--- src/rtl/aes_spi_defs.sv ---
// Shared constants for the AES SPI link (master and slave).
// Commands, status bit positions, frame lengths, FSM encoding.
package aes_spi_defs;

    localparam logic [7:0] CMD_ENC  = 8'h01;
    localparam logic [7:0] CMD_DEC  = 8'h02;
    localparam logic [7:0] CMD_READ = 8'h03;

    localparam int STAT_VALID = 7;
    localparam int STAT_BUSY  = 6;

    localparam int CMD_W    = 8;
    localparam int BLOCK_W  = 128;
    localparam int FRAME_RD = CMD_W + BLOCK_W;

    typedef enum logic [1:0] {
        ST_IDLE,
        ST_SHIFT,
        ST_EVAL
    } slave_state_e;

    // ENC/DEC frame length for a key of nk 32-bit words.
    function automatic int frame_key_len(input int nk);
        return CMD_W + BLOCK_W + 32 * nk;
    endfunction

    function automatic logic [7:0] status_byte(input logic valid,
                                               input logic busy);
        logic [7:0] s;
        s = 8'h00;
        s[STAT_VALID] = valid;
        s[STAT_BUSY]  = busy;
        return s;
    endfunction

endpackage

--- src/rtl/spi_sync_edge.sv ---
// Two-flop synchroniser with registered rise/fall pulses.
// Ports: clk, rst, async_i (pin), rise_o/fall_o (one-clk pulses).
module spi_sync_edge (
    input  logic clk,
    input  logic rst,
    input  logic async_i,
    output logic rise_o,
    output logic fall_o
);

    logic [1:0] sync_q;
    logic       prev_q;
    logic       rise_q;
    logic       fall_q;

    // Reset to 0: a chip select held low through reset must not
    // look like a fresh falling edge afterwards.
    always_ff @(posedge clk or posedge rst) begin
        if (rst) begin
            sync_q <= 2'b00;
            prev_q <= 1'b0;
            rise_q <= 1'b0;
            fall_q <= 1'b0;
        end else begin
            sync_q <= {sync_q[0], async_i};
            prev_q <= sync_q[1];
            rise_q <= sync_q[1] & ~prev_q;
            fall_q <= ~sync_q[1] & prev_q;
        end
    end

    assign rise_o = rise_q;
    assign fall_o = fall_q;

endmodule

--- src/rtl/spi_aes_slave.sv ---
// SPI mode-0 slave front end for the AES core.
// Ports: SPI pins (sclk, cs_n, mosi, miso), core launch
// (core_start, core_sel_*, core_data, core_key), core result
// (core_done, core_result) and frame_err.
module spi_aes_slave
    import aes_spi_defs::*;
#(
    parameter int NK = 4
) (
    input  logic              clk,
    input  logic              rst,
    input  logic              sclk,
    input  logic              cs_n,
    input  logic              mosi,
    output logic              miso,
    output logic              core_start,
    output logic              core_sel_encrypt,
    output logic              core_sel_decrypt,
    output logic [127:0]      core_data,
    output logic [32*NK-1:0]  core_key,
    input  logic              core_done,
    input  logic [127:0]      core_result,
    output logic              frame_err
);

    localparam int KEY_W     = 32 * NK;
    localparam int FRAME_KEY = frame_key_len(NK);
    localparam int RX_W      = BLOCK_W + KEY_W;
    localparam int TX_W      = FRAME_RD;

    localparam logic [8:0] CNT_KEY = 9'(FRAME_KEY);
    localparam logic [8:0] CNT_RD  = 9'(FRAME_RD);
    localparam logic [8:0] CNT_CMD = 9'(CMD_W);
    localparam logic [8:0] CNT_MAX = 9'd511;

    logic sclk_rise;
    logic sclk_fall;
    logic cs_rise;
    logic cs_fall;

    spi_sync_edge u_sync_sclk (
        .clk     (clk),
        .rst     (rst),
        .async_i (sclk),
        .rise_o  (sclk_rise),
        .fall_o  (sclk_fall)
    );

    spi_sync_edge u_sync_cs (
        .clk     (clk),
        .rst     (rst),
        .async_i (cs_n),
        .rise_o  (cs_rise),
        .fall_o  (cs_fall)
    );

    slave_state_e      state_q;
    logic              mosi_q1;
    logic              mosi_q2;
    logic [8:0]        cnt_q;
    logic [7:0]        cmd_q;
    logic [RX_W-1:0]   rx_q;
    logic [TX_W-1:0]   tx_q;
    logic              miso_q;
    logic              busy_q;
    logic              valid_q;
    logic [127:0]      result_q;
    logic              start_q;
    logic              enc_q;
    logic              dec_q;
    logic [127:0]      data_q;
    logic [KEY_W-1:0]  key_q;
    logic              err_q;

    logic is_core_cmd;
    assign is_core_cmd = (cmd_q == CMD_ENC) || (cmd_q == CMD_DEC);

    always_ff @(posedge clk or posedge rst) begin
        if (rst) begin
            state_q  <= ST_IDLE;
            mosi_q1  <= 1'b0;
            mosi_q2  <= 1'b0;
            cnt_q    <= '0;
            cmd_q    <= '0;
            rx_q     <= '0;
            tx_q     <= '0;
            miso_q   <= 1'b0;
            busy_q   <= 1'b0;
            valid_q  <= 1'b0;
            result_q <= '0;
            start_q  <= 1'b0;
            enc_q    <= 1'b0;
            dec_q    <= 1'b0;
            data_q   <= '0;
            key_q    <= '0;
            err_q    <= 1'b0;
        end else begin
            mosi_q1 <= mosi;
            mosi_q2 <= mosi_q1;
            start_q <= 1'b0;
            err_q   <= 1'b0;

            if (core_done) begin
                result_q <= core_result;
                valid_q  <= 1'b1;
                busy_q   <= 1'b0;
            end

            unique case (state_q)
                ST_IDLE: begin
                    miso_q <= 1'b0;
                    if (cs_fall) begin
                        state_q <= ST_SHIFT;
                        cnt_q   <= '0;
                        cmd_q   <= '0;
                        rx_q    <= '0;
                        tx_q    <= {status_byte(valid_q, busy_q), result_q};
                        miso_q  <= valid_q;
                    end
                end
                ST_SHIFT: begin
                    if (sclk_rise) begin
                        rx_q <= {rx_q[RX_W-2:0], mosi_q2};
                        // The command is the first byte; the rx
                        // register only keeps the trailing data+key.
                        if (cnt_q < CNT_CMD) begin
                            cmd_q <= {cmd_q[6:0], mosi_q2};
                        end
                        if (cnt_q != CNT_MAX) begin
                            cnt_q <= cnt_q + 9'd1;
                        end
                    end
                    // Zero fill makes miso fall to 0 after 136 bits.
                    if (sclk_fall) begin
                        tx_q   <= {tx_q[TX_W-2:0], 1'b0};
                        miso_q <= tx_q[TX_W-2];
                    end
                    if (cs_rise) begin
                        state_q <= ST_EVAL;
                        miso_q  <= 1'b0;
                    end
                end
                ST_EVAL: begin
                    state_q <= ST_IDLE;
                    if (is_core_cmd && cnt_q == CNT_KEY && !busy_q) begin
                        start_q <= 1'b1;
                        busy_q  <= 1'b1;
                        enc_q   <= (cmd_q == CMD_ENC);
                        dec_q   <= (cmd_q == CMD_DEC);
                        data_q  <= rx_q[RX_W-1:KEY_W];
                        key_q   <= rx_q[KEY_W-1:0];
                    end else if (cmd_q == CMD_READ && cnt_q == CNT_RD) begin
                        // A result landing in this cycle stays valid.
                        if (!core_done) begin
                            valid_q <= 1'b0;
                        end
                    end else begin
                        err_q <= 1'b1;
                    end
                end
                default: begin
                    state_q <= ST_IDLE;
                end
            endcase
        end
    end

    assign miso             = miso_q;
    assign core_start       = start_q;
    assign core_sel_encrypt = enc_q;
    assign core_sel_decrypt = dec_q;
    assign core_data        = data_q;
    assign core_key         = key_q;
    assign frame_err        = err_q;

endmodule

--- config.mk ---
export PLATFORM = sky130hd
export DESIGN_NAME = spi_aes_slave
export DESIGN_NICKNAME = d
export VERILOG_FILES = /design/src/rtl/aes_spi_defs.sv /design/src/rtl/spi_sync_edge.sv /design/src/rtl/spi_aes_slave.sv
export SDC_FILE = /design/constraint.sdc
export NUM_CORES = 2
export LEC_CHECK = 0
export CORE_MARGIN = 5
export CORE_UTILIZATION = 58
export CTS_BUF_LIST = sky130_fd_sc_hd__clkbuf_8
export DETAILED_ROUTE_END_ITERATION = 10
export PLACE_DENSITY = 0.82
export SYNTH_ARGS = -nofsm -noshare
export SYNTH_HDL_FRONTEND = slang
export SYNTH_SLANG_ARGS = --single-unit
--- constraint.sdc ---
create_clock -name clk -period 41.2 [get_ports clk]
set_clock_uncertainty 0.1 [all_clocks]
set_input_delay 10.3 -clock clk [delete_from_list [all_inputs] [get_ports clk]]
set_output_delay 10.3 -clock clk [all_outputs]
set_load 0.01 [all_outputs]
==> metrics.txt <==
Final min period 12.81 ns; IO buf count 394; Root Driver clkbuf_8; Die Y 248.8 µm; top post-synthesis cells by count dfrtp_1 (813), nand2_1 (649), nand3_1 (264), mux2_4 (239), mux2_2 (147); final setup violation count 0; power density over the cells 46.69 nW/µm²; first-pass GRT wire length 120.8 mm; post-route ant nets 0; most frequent cell after synthesis dfrtp_1; leakage power 20.38 nW; die area 61880 µm²; slowest CP cell buf_4; flops & latches, synth 813; Critical Path End Type asynchronous set/reset pin; first drt pass iteration count 4; CTS tree built; H-tree lvl count 4; worst min path class register to register; post-layout instance area 39860 µm²; Critical Path Stages 4; metal3 WL 4.164 mm; worst r2r path cells 5; cells along the critical path clkdlybuf4s50_1 -> inv_8 -> buf_4 -> buf_12; maximum fanout along the worst path 195; FFs w/ async S/R, synth 100.0%; Syn Nets 2785; largest net degree at the start of global routing 196; average vias per placed instance 5.512; GR Overflow Total 0; status completed; Global Route Usage Sum 23.73%; Critical Path RT 41.79 ns; Slew Viols, Final 0; Synth Area per Inst 12.49 µm²; chip width 248.8 µm; RSZ-0062 raised after global routing false; Unique masters post-synth 45; Max-Slew Margin vs Limit 18.62%; Residual DRC 0; Initial Util 58.63%; Hold Path Depth 0; core area 56390 µm²; # hold bufs at CTS 0; Post-synth EDFFs 0; area of the mapped netlist 33060 µm²; final WL 74.04 mm; Worst path max stage delay 0.84 ns; Post-synth top flop dfrtp_1; post-synth top area share 61.54%; Crit path buffers/inverters 4; Tcrit/Tclk final 31.10%; CTS Buffer Depth 3; DR WL/cell 19.12 µm; Worst VDD drop 0.03770 mV; f_max 78.04 MHz; vias post-DR 21340; standard-cell rows 87; post-CTS sizing 0; worst endpoint data arrival time 13.41 ns; vias in the first global route 22590; Net count, final 3153; Met2 Wirelength 36.00 mm; kind of cell adding the most delay to the critical path buffers and inverters; setup TNS 0 ns; sequential element share of the synthesized area 61.54%; buffers inserted by post-CTS timing repair 0; final hold viol count 0; DP Area 37080 µm²; max layer used met5; layout cells sized above 1 20.06%; max cap viols 0; synth top area cells dfrtp_1 (62%), mux2_4 (11%), nand2_1 (7.4%); worst-skew pair later-pin latency 0.75 ns; M1 wire length 31.06 mm; number of buffers created by CTS 133; initial antenna violation count 2; Synth Instances 2648; Area Growth Syn to Fin 20.57%; clock sink count 813; critical path class input port to asynchronous set/reset pin; Critical Path Source Type input port; cell taking the most area after synthesis dfrtp_1; worst slew pin tran 1.221 ns; Synth warnings 0; dpl hpwl 45.63 mm; Iteration-0 DRC Markers 1856; Routability Congestion 0.7768; CTS clk-pin slew, worst paths 0.05 ns; I/O Pins 395
[routing by layer]
layer,track usage [%],up-vias
li1,-,9693
met1,31.49,10800
met2,38.01,669
met3,5.586,178
met4,10.17,2
met5,0,-
[path summary, 6_finish.rpt]
kind | from | to | slack, ns
max in group clk | core_key[126]$_DFFE_PP0P_ | core_key[126] | 29.04
setup / recovery | rst | rx_q[3]$_DFFE_PP0P_ | 28.39
hold reg to reg | mosi_q1$_DFF_PP0_ | mosi_q2$_DFF_PP0_ | 0.25
hold / removal | mosi_q1$_DFF_PP0_ | mosi_q2$_DFF_PP0_ | 0.25
min in group asynchronous | rst | rx_q[181]$_DFFE_PP0P_ | 10.08
setup reg to reg | state_q[1]$_DFFE_PP0P_ | tx_q[43]$_DFFE_PP0P_ | 37.14
[cell type report]
cell class | instances | area, µm²
clock buffers | 182 | 2505
clock inverters | 52 | 276.5
flip-flops and latches | 813 | 20340
repair buffers | 417 | 4139
fillers | 3719 | 16520
inverters | 6 | 30.03
well taps | 756 | 945.9
multi-input cells | 1645 | 11620
diodes | 1 | 2.502
[registers in the layout (all words and copies together) (netlist names), 2 cells and up]
name / flops
cmd_q: 8
cnt_q: 9
core_data: 128
core_key: 128
result_q: 128
rx_q: 256
state_q: 2
tx_q: 135
u_sync_cs.sync_q: 2
u_sync_sclk.sync_q: 2
[per-stage QoR]
stage	std cells	worst slack (ns)	util (%)	hold WS (ns)	total power, mW
after floorplan	2648	7.966	-	0.2312	1.090
after global placement	3637	27.66	65.76	0.2369	1.140
after detailed placement	3637	27.60	65.76	0.2387	1.156
after CTS	3871	28.41	70.69	0.2516	1.881
after global routing	3872	27.96	70.69	0.2631	1.954
final	3872	28.39	70.69	0.2484	1.861
[cells by family after synthesis]
logic type	after synthesis	synth area share [%]
XOR/XNOR	4	0.1060
buffers and inverters	190	3.459
multiplexers	513	19.71
adder cells (fa/ha/maj)	3	0.1135
AND/OR/NAND/NOR	956	12.25
flip-flops	813	61.54
AO/OA/AOI/OAI	169	2.823
[cell usage in the layout (no fill, tap or decap), types with 12 or more instances in the layout]
cell type	count
dfrtp_1	813
nand2_1	649
clkdlybuf4s50_1	393
nand3_1	264
mux2_4	239
clkbuf_8	182
mux2_2	147
o21ai_0	134
mux2i_1	127
inv_1	35
buf_4	22
a22o_1	14
clkinv_2	12
[report_power, final]
group          total (mW)  internal, mW  switching [mW]
clock network       0.716         0.399           0.318
registers           0.919         0.873          0.0461
logic               0.226        0.0823           0.144
total                1.86          1.35           0.507
[worst register-to-register path, delay by kind of cell, from the launching register on]
kind                   cells  cell delay, ns
buffers and inverters      2            1.69
and+or+nand+nor            2            1.02
DFF                        1            0.74
AOI/OAI and AO/OA          1            0.35
No activity file was read; power rests on OpenSTA's default activity.
